### src/rtl/multicycle_control.sv
// Multicycle MIPS-subset control unit: a Moore FSM that sequences fetch,
// decode, memory, execute and write-back. It adds a bounded wait on memory
// handshakes and keeps a running count of retired instructions.
module multicycle_control #(
    parameter int MAX_WAIT = 15
) (
    input  logic        clock,
    input  logic        reset,
    input  logic [5:0]  opcode,
    input  logic        mem_ready,
    output logic        pc_write,
    output logic        pc_write_cond,
    output logic        i_or_d,
    output logic        mem_read,
    output logic        mem_write,
    output logic        ir_write,
    output logic        reg_dst,
    output logic        reg_write,
    output logic        mem_to_reg,
    output logic        alu_src_a,
    output logic [1:0]  alu_src_b,
    output logic [1:0]  alu_op,
    output logic [1:0]  pc_source,
    output logic        mem_error,
    output logic        illegal_op,
    output logic        instr_retired,
    output logic [31:0] retire_count
);

    typedef enum logic [3:0] {
        FETCH, DECODE, MEM_ADDR, MEM_READ, MEM_WB, MEM_WRITE,
        R_EXEC, R_WB, BRANCH, JUMP, I_EXEC, I_WB
    } state_t;

    localparam logic [5:0] OP_RTYPE = 6'h00;
    localparam logic [5:0] OP_J     = 6'h02;
    localparam logic [5:0] OP_BEQ   = 6'h04;
    localparam logic [5:0] OP_ADDI  = 6'h08;
    localparam logic [5:0] OP_LW    = 6'h23;
    localparam logic [5:0] OP_SW    = 6'h2B;

    localparam logic [7:0] WAIT_LIMIT = 8'(MAX_WAIT);

    state_t     state;
    state_t     state_next;
    logic [7:0] wait_count;
    logic       is_store;
    logic       waiting;
    logic       timeout;

    assign waiting = (state == FETCH) || (state == MEM_READ) || (state == MEM_WRITE);
    assign timeout = waiting && !mem_ready && (wait_count == WAIT_LIMIT);

    // State register; reset parks the machine in FETCH without a clock edge.
    always_ff @(posedge clock or negedge reset) begin
        if (!reset)
            state <= FETCH;
        else
            state <= state_next;
    end

    // Counts stalled memory cycles; restarts on any state change or abort.
    always_ff @(posedge clock or negedge reset) begin
        if (!reset)
            wait_count <= '0;
        else if ((state_next != state) || timeout)
            wait_count <= '0;
        else if (waiting && !mem_ready)
            wait_count <= wait_count + 8'd1;
    end

    // Remembers load vs store as decode hands off, since the opcode may change afterwards.
    always_ff @(posedge clock or negedge reset) begin
        if (!reset)
            is_store <= 1'b0;
        else if ((state == DECODE) && (state_next == MEM_ADDR))
            is_store <= (opcode == OP_SW);
    end

    // Retired-instruction counter, wrapping naturally at 32 bits.
    always_ff @(posedge clock or negedge reset) begin
        if (!reset)
            retire_count <= '0;
        else if (instr_retired)
            retire_count <= retire_count + 32'd1;
    end

    // Next-state and control decode; everything is held at zero while reset is low.
    always_comb begin
        state_next    = state;
        pc_write      = 1'b0;
        pc_write_cond = 1'b0;
        i_or_d        = 1'b0;
        mem_read      = 1'b0;
        mem_write     = 1'b0;
        ir_write      = 1'b0;
        reg_dst       = 1'b0;
        reg_write     = 1'b0;
        mem_to_reg    = 1'b0;
        alu_src_a     = 1'b0;
        alu_src_b     = 2'b00;
        alu_op        = 2'b00;
        pc_source     = 2'b00;
        mem_error     = 1'b0;
        illegal_op    = 1'b0;
        instr_retired = 1'b0;
        if (reset) begin
            mem_error = timeout;
            case (state)
                FETCH: begin
                    mem_read  = 1'b1;
                    alu_src_b = 2'b01;
                    if (mem_ready) begin
                        ir_write   = 1'b1;
                        pc_write   = 1'b1;
                        state_next = DECODE;
                    end
                end
                DECODE: begin
                    alu_src_b = 2'b11;
                    case (opcode)
                        OP_LW, OP_SW: state_next = MEM_ADDR;
                        OP_RTYPE:     state_next = R_EXEC;
                        OP_BEQ:       state_next = BRANCH;
                        OP_J:         state_next = JUMP;
                        OP_ADDI:      state_next = I_EXEC;
                        default: begin
                            illegal_op = 1'b1;
                            state_next = FETCH;
                        end
                    endcase
                end
                MEM_ADDR: begin
                    alu_src_a  = 1'b1;
                    alu_src_b  = 2'b10;
                    state_next = is_store ? MEM_WRITE : MEM_READ;
                end
                MEM_READ: begin
                    mem_read = 1'b1;
                    i_or_d   = 1'b1;
                    if (mem_ready)
                        state_next = MEM_WB;
                    else if (timeout)
                        state_next = FETCH;
                end
                MEM_WB: begin
                    reg_write     = 1'b1;
                    mem_to_reg    = 1'b1;
                    instr_retired = 1'b1;
                    state_next    = FETCH;
                end
                MEM_WRITE: begin
                    mem_write = 1'b1;
                    i_or_d    = 1'b1;
                    if (mem_ready) begin
                        instr_retired = 1'b1;
                        state_next    = FETCH;
                    end else if (timeout) begin
                        state_next = FETCH;
                    end
                end
                R_EXEC: begin
                    alu_src_a  = 1'b1;
                    alu_op     = 2'b10;
                    state_next = R_WB;
                end
                R_WB: begin
                    reg_dst       = 1'b1;
                    reg_write     = 1'b1;
                    instr_retired = 1'b1;
                    state_next    = FETCH;
                end
                BRANCH: begin
                    alu_src_a     = 1'b1;
                    alu_op        = 2'b01;
                    pc_write_cond = 1'b1;
                    pc_source     = 2'b01;
                    instr_retired = 1'b1;
                    state_next    = FETCH;
                end
                JUMP: begin
                    pc_write      = 1'b1;
                    pc_source     = 2'b10;
                    instr_retired = 1'b1;
                    state_next    = FETCH;
                end
                I_EXEC: begin
                    alu_src_a  = 1'b1;
                    alu_src_b  = 2'b10;
                    state_next = I_WB;
                end
                I_WB: begin
                    reg_write     = 1'b1;
                    instr_retired = 1'b1;
                    state_next    = FETCH;
                end
                default: state_next = FETCH;
            endcase
        end
    end

endmodule

### config.mk
export PLATFORM = sky130hd
export DESIGN_NAME = multicycle_control
export DESIGN_NICKNAME = d
export VERILOG_FILES = /design/src/rtl/multicycle_control.sv
export SDC_FILE = /design/constraint.sdc
export NUM_CORES = 1
export LEC_CHECK = 0
export ABC_AREA = 1
export BUFFER_PORTS_ARGS = -buffer_cell sky130_fd_sc_hd__clkbuf_2
export CORE_UTILIZATION = 25
export DETAILED_ROUTE_END_ITERATION = 7
export PLACE_DENSITY = 0.43
export SLEW_MARGIN = 20
export SYNTH_ARGS = -nofsm -noshare
export SYNTH_HDL_FRONTEND = slang
export SYNTH_SLANG_ARGS = --single-unit
### constraint.sdc
create_clock -name clock -period 3.4 [get_ports clock]
set_input_delay 0.34 -clock clock [delete_from_list [all_inputs] [get_ports clock]]
set_output_delay 0.34 -clock clock [all_outputs]
set_load 0.05 [all_outputs]
After elaboration in Yosys (flattened, before gate mapping)
Index checks and enable logic that the tools add are counted.
W data, S select, Z words.
- register bits after elaboration: 45
- input port bits: 9
- output and inout bits: 51
- word-level logic and storage cells: 86
- $add $sub $neg: 2
- equality and inequality tests: 19
- muxes and demuxes: 43
- reduce and logical (&&, ||, !) cells: 18
- operator list (kind ; count):
    $add A32 B1 Y32 const B ; 1
    $pmux W4 S7 ; 1
    $mux W1 ; 25
    $mux W4 ; 5
    $pmux W4 S5 ; 1
    $eq A4 B3 Y1 const B ; 4
    $eq A4 B4 Y1 const B ; 4
    $mux W8 ; 2
    $eq A4 B2 Y1 const B ; 3
    $eq A6 B6 Y1 const B ; 2
    $add A8 B1 Y8 const B ; 1
    $eq A8 B4 Y1 const B ; 1
    $pmux W2 S2 ; 2
    $reduce_or A2 Y1 ; 4
    $eq A6 B2 Y1 const B ; 1
    $eq A6 B3 Y1 const B ; 1
    $eq A6 B4 Y1 const B ; 1
    $logic_not A6 Y1 ; 1
    $mux W2 ; 3
    $pmux W2 S3 ; 1
    $reduce_or A6 Y1 ; 1
    $reduce_or A5 Y1 ; 1
    $eq A4 B1 Y1 const B ; 1
    $logic_not A4 Y1 ; 1
    other kinds (9) ; 14

Longest topological paths before layout
Gate-level depths: netlist of run 1.
- depth after elaboration: 12
- gate-level depth with buffers: 15
- mapped depth without buffers: 15

Worst setup path before layout of run 1
Ideal clock, no wire load.
- path kind: input-to-output
- start point: input reset
- end point: output illegal_op
- arrival time: 2356 ps
- path slack: 704 ps
- stages on the path: 4
- path buffers: 2
- path through: buf_2 -> inv_1 -> clkbuf_1 -> nor4_1
- word-level cells in the longest chain between the ends: 1
- ends and longest elaborated chain (what ; RTL line ; source):
    start, declared ; 8 ; input logic reset,
    $mux W1 ; 107 ; if (reset) begin
    end, declared ; 25 ; output logic illegal_op,
No other way between the ends.

Worst setup path in the final report of run 1
- start point: register state[3]
- end point: output mem_error
- word-level cells in the longest chain between the ends: 6
- elaborated cells between the ends (all ways): 8
- ends and longest elaborated chain (what ; RTL line ; source):
    start, declared ; 44 ; state_t state;
    start signal, assigned ; 59 ; state <= state_next;
    $eq A4 B2 Y1 or $logic_not A4 Y1 (tied branches) ; 51 ; assign waiting = (state == FETCH) || (state == MEM_READ) || (state == MEM_WRITE);
    $logic_or A1 B1 Y1 ; 51 ;
    $logic_or A1 B1 Y1 * ; 51 ;
    $logic_and A1 B1 Y1 * (2 in series) ; 52 ; assign timeout = waiting && !mem_ready && (wait_count == WAIT_LIMIT);
    $mux W1 * ; 107 ;
    end, declared ; 24 ; output logic mem_error,
Mark *: on every way between the ends. The rest lies on a longest branch, timed or not.

==> flow_summary.toml, run 1 <==
[run_status]
status = "complete, but fails checks"
violations = "design-rule violations"

[placement]
place_area_um2 = 3440
routabilityCongestion = 0.765
placed_cells = 609
port-buffer-count = 59
hpwl_mm = 6.03
pre_cts_ws_ns = 1.16

[setup_path]
critPathCaptureType = "output pin"
path_class = "reg -> out"
cp_max_fo = 7
required_ns = 3.06
cp-start-kind = "register"
path_delay_family = "simple AND/OR/NAND/NOR gates"
path_buf_inv = 2
r2r_slack_ns = 1.23
max_stage_delay_ns = 0.47
slowest_stage = "dfrtp_1"
cp_cell_sequence = "nor2_2 -> nand2_1 -> nand3_2 -> nand2_2 -> inv_1 -> nand4_1 -> nor3_1 -> clkbuf_2"
cp.arrival_ns = 2.09

[floorplan]
die_x_um = 111
ioPinCount = 60
dieArea_um2 = 12400
die_h_um = 111
rows = 39
start_util_pct = 25.9
design.core.area_um2 = 11500

[clocking]
hold_buffers = 0
cts_inserted_buffers = 5
cts-root-buf = "clkbuf_16"
cts.clk_slew.worst_paths_ns = 0.06
cts_resized = 0
h-tree-depth = 2
post-cts-setup-buffers = 0
tritoncts = "yes"
clockBufferDepth = 2
clk_latency_ns = 0.29
cts_sinks = 45

[timing]
finalSetupViolCount = 0
max_slew_margin_pct = 53.4
grt_setup_unrepaired = "no"
hold_violations = 0
fin_crit_sh_pct = 71.4
worst_slack_ns = 0.974
drv_slew = 0
worst_pin_slew_ns = 0.698
finalCriticalPeriod_ns = 2.43
skew_ns = 0.0100
tns_ns = 0
fmax_mhz = 412

[yosys]
synth_nets = 424
synth_warnings = 0
netlist_area_um2 = 2980
async_flop_share_pct = 100
synth_ff_type = "dfrtp_1"
postSynthCellCount = 413
synth.distinct_cells = 34
ys_ff_latch = 45
synth_top_area_cell = "dfrtp_1"
synth_edf_count = 0
synth_area_leaders = "dfrtp_1 38%, nand2_1 14%, xor2_1 9.4%"
seq_area_frac_synth_pct = 37.8
syn_avg_cell_area_um2 = 7.22
synth_top_area_share_pct = 37.8

[route]
top_layer = "met4"
wl_met3_um = 234
drc = 6
antenna_left = 0
num_vias = 2725
drt_pass1_iterations = 6
route.met2.wl_mm = 3.82
met1_length_mm = 3.87
via_per_inst = 4.42
initialDrtViolationCount = 157
wl_per_cell_um = 12.9
wl_mm = 7.97

[final_layout]
final_cell_area_um2 = 3580
antenna_cells = 0
nets = 484
stdcell_count = 617
drive_above_1_share_pct = 18.6
fill_cells = 1274
syn_to_final_growth_pct = 19.9

[min_path]
hp-class = "in -> async"

[flow_run]
maxCapViolCount = 0

[power_and_ir_drop]
powerDensity_nw_per_um2 = 674
p_leak_nw = 1.80
finalPower_w = 0.00241
irDropWorstVdd_uv = 363

[global_routing]
grt_pass1_wl_mm = 13.4
overflow = 0
antenna_found_initial = 0
first_global_vias = 2681
grt_start_max_net_pins = 55
grt.total_usage_pct = 13.6
metrics by stage:
| step | hold WS, ns | utilization (%) |
|---|---|---|
| 2_1_floorplan | 0.0444 | - |
| 3_3_place_gp | 0.504 | 29.9 |
| 3_5_place_dp | 0.510 | 29.9 |
| 4_1_cts | 0.235 | 31.1 |
| 5_1_grt | 0.263 | 31.1 |
| 6_report | 0.198 | 31.1 |
path summary, 6_finish.rpt:
kind | start | end | cells after the start
max | state[3] | mem_error | 8
min | reset | wait_count[4] | 2
max reg2reg | state[0] | retire_count[11] | 10
min reg2reg | retire_count[12] | retire_count[12] | 1
max in group asynchronous | reset | state[1] | 2
min in group clock | opcode[5] | is_store | 5
cells by family after synthesis:
kind of cell    share of synthesized area [%]
compound gates                           3.69
xor+xnor                                 10.6
fa+ha+maj                               0.839
buf+inv                                  8.18
flops                                    37.8
mux                                     0.336
simple gates                             38.6
placed cells by master, fill, tap and decap left out, drive strengths merged:
cell type | Yosys | routed
a21oi | 6 | 6
a31oi | 1 | 1
buf | 7 | 3
clkbuf | 1 | 64
clkinv | 1 | 3
dfrtp | 45 | 45
ha | 2 | 2
inv | 51 | 51
mux2i | 1 | 1
nand2 | 110 | 110
nand3 | 25 | 25
nand3b | 5 | 5
nand4 | 15 | 15
nor2 | 65 | 65
nor3 | 21 | 21
nor3b | 1 | 1
nor4 | 5 | 5
o21ai | 14 | 14
or3 | 1 | 1
xnor2 | 4 | 4
xor2 | 32 | 32
power breakdown:
part / internal [W] / total, W / switching (W)
clock: 0.000270 / 0.000478 / 0.000207
sequential: 0.000643 / 0.000765 / 0.000122
combinational: 0.000283 / 0.00117 / 0.000886
layout make-up:
cell class | instances | area, um^2 | area share (%)
multi-input cells | 308 | 1610 | 45.1
flip-flops and latches | 45 | 1130 | 31.5
repair buffers | 61 | 325 | 9.09
inverters | 52 | 195 | 5.46
well taps | 143 | 179 | 5.00
clock buffers | 6 | 129 | 3.60
clock inverters | 2 | 10.0 | 0.280
registers in the layout, indices dropped and copies added, names as in the netlist:
register and cells:
is_store 1, retire_count 32, state 4, wait_count 8
cell usage after synthesis (4+ instances only):
| cell | count |
|---|---|
| nand3b_1 | 4 |
| xor2_1 | 32 |
| a21oi_1 | 6 |
| nand2_1 | 108 |
| nand3_1 | 21 |
| nor4_1 | 5 |
| nand4_1 | 15 |
| nor3_1 | 19 |
| nor2_2 | 5 |
| nor2_1 | 58 |
| o21ai_0 | 13 |
| dfrtp_1 | 45 |
| xnor2_1 | 4 |
| inv_1 | 48 |
routing by layer:
layer,up-vias,track usage [%]
li1,1436,-
met1,1253,18.3
met2,31,22.5
met3,5,2.57
met5,-,0
met4,0,2.97
Power figures use the tool's default switching activity.
==> run 2, diff against run 1 <==
- PLACE_DENSITY: 0.43 -> 0.44
- clock period: 3.4 -> 2 ns (I/O delays scaled with it)
==> run 2 against run 1 <==
  * The flow now finishes without violations
  * Global-route usage increased by 0.66 points
  * Worst setup slack got worse by 0.97 ns
  * Routed wire length increased by 5.9%
  * Final cell count increased by 4.7%
  * Via count increased by 5.6%
  * Non-clock buffer count increased by 29
  * Sequential share of layout area decreased by 3.4 points
  * Die area unchanged
  * Register-to-register slack got worse by 1.2 ns
  * Cell area increased by 13%
  * Clock skew decreased by 0.0031 ns
  * Clock power increased by 100%
  * Largest power group unchanged
  * Highest routed layer unchanged
==> flow_summary.toml, run 2 (synthesis gave the netlist of run 1 again) <==
[clocking]
cts_sinks = 45
h-tree-depth = 2
cts_inserted_buffers = 5
clk_latency_ns = 0.29
clockBufferDepth = 2
cts.clk_slew.worst_paths_ns = 0.07
tritoncts = "yes"
cts-root-buf = "clkbuf_16"

[floorplan]
ioPinCount = 60
die_x_um = 111
start_util_pct = 25.9
rows = 39
dieArea_um2 = 12400
die_h_um = 111
design.core.area_um2 = 11500

[timing]
finalCriticalPeriod_ns = 1.99
fin_crit_sh_pct = 99.7
drv_slew = 0
tns_ns = 0
fmax_mhz = 502
grt_setup_unrepaired = "yes"
hold_violations = 0
hold_slack_ns = 0.0421
finalSetupViolCount = 0
skew_ns = 0.00688
worst_pin_slew_ns = 0.401
max_slew_margin_pct = 73.0

[setup_path]
cp.arrival_ns = 1.79
cp_max_fo = 9
cp_cell_sequence = "nor2_4 -> buf_4 -> nand2_1 -> nand2_1 -> nor2_1 -> o21ai_2 -> buf_4 -> buf_12"
critPathCaptureType = "output pin"
slowest_stage = "dfrtp_2"
path_class = "reg -> out"
required_ns = 1.80
cp-start-kind = "register"
max_stage_delay_ns = 0.45

[route]
drc = 0
wl_mm = 8.43
wl_per_cell_um = 13.1
via_per_inst = 4.46
wl_met3_um = 147
met1_length_mm = 4.22
top_layer = "met4"
num_vias = 2878
initialDrtViolationCount = 97
antenna_left = 0
route.met2.wl_mm = 3.98
drt_pass1_iterations = 4

[final_layout]
multi_input_area_um2 = 1680
antenna_cells = 0
final_cell_area_um2 = 4030
drive_above_1_share_pct = 27.0
largest-register = "retire_count"
final_common_cell = "nand2_1"
post-route-util_pct = 35.0
regArea_um2 = 1130
nets = 513
mostFrequentLayoutCells = "106 x nand2_1, 52 x nor2_1, 52 x clkbuf_2"
reg_top3 = "retire_count (32), wait_count (8), state (4)"
fill_cells = 1225
largest_reg_flops = 32
syn_to_final_growth_pct = 35.2

[placement]
place_area_um2 = 3670
hpwl_mm = 6.50
routabilityCongestion = 0.802
port-buffer-count = 59

[global_routing]
antenna_found_initial = 0
grt.total_usage_pct = 14.2
first_global_vias = 2866
grt_pass1_wl_mm = 14.1
grt_start_max_net_pins = 46
overflow = 0

[power_and_ir_drop]
p_leak_nw = 2.00
finalPower_w = 0.00467
powerDensity_nw_per_um2 = 1160
irDropWorstVdd_uv = 643

[run_status]
status = "finished, final reports clean"

[min_path]
hp-class = "in -> async"

[flow_run]
maxCapViolCount = 0
run 2: changes by cell type in the layout (fill, tap and decap cells not counted), sizes merged:
cell      previous run  this run
buf                  3        37
clkinvlp             0         1
bufinv               0         1
clkinv               3         1
clkbuf              64        59
run 2: final timing paths:
path | startpoint | to | slack, ns | depth (start not counted)
worst min register to register | retire_count[0] | retire_count[0] | 0.53 | 1
min in group clock | opcode[5] | is_store | 0.29 | 5
worst max-delay path | state[0] | instr_retired | 0.007 | 8
worst max register to register | state[0] | retire_count[18] | 0.03 | 13
worst min-delay path | reset | retire_count[28] | 0.04 | 3
max in group asynchronous | reset | state[0] | 1.71 | 3
run 2: stage by stage:
stage / worst slack, ns / std cells
2_1_floorplan: 0.00239 / 413
3_3_place_gp: 0.0616 / 626
3_5_place_dp: 0.0862 / 626
4_1_cts: -0.0533 / 638
5_1_grt: -0.124 / 646
6_report: 0.00662 / 646
run 2: final cells by class:
type,count,area share [%]
clock buffer,6,3.45
clock inverter,2,0.931
inverter,52,4.97
multi-input combinational,308,41.7
sequential,45,28.1
tap,143,4.44
timing repair buffer,90,16.4
run 2: timing repair:
action / CTS / global route
buffers inserted: 3 / 8
endpoints found under the hold margin: 45 / 0
pin swaps: 2 / 7
gates resized for setup: 5 / 20
hold buffers: 1 / 0
endpoints found under the setup margin: 3 / 13
run 2: report_power, final:
group          switching, W  leakage, nW  internal [W]
clock              0.000355       0.0831      0.000624
sequential         0.000210        0.556       0.00110
combinational       0.00162         1.36      0.000756
total               0.00219         2.00       0.00248
run 2: routing by layer:
layer | global-route usage (%) | vias up
li1 | - | 1493
met1 | 19.4 | 1346
met2 | 23.6 | 33
met3 | 2.41 | 6
met4 | 2.97 | 0
met5 | 0 | -
run 2: critical path, delay by kind of cell (launching register included):
| family | cells | cell delay, ns |
|---|---|---|
| AO/OA/AOI/OAI | 1 | 0.21 |
| AND/OR/NAND/NOR | 4 | 0.36 |
| buffers and inverters | 3 | 0.47 |
| flip-flops | 1 | 0.45 |
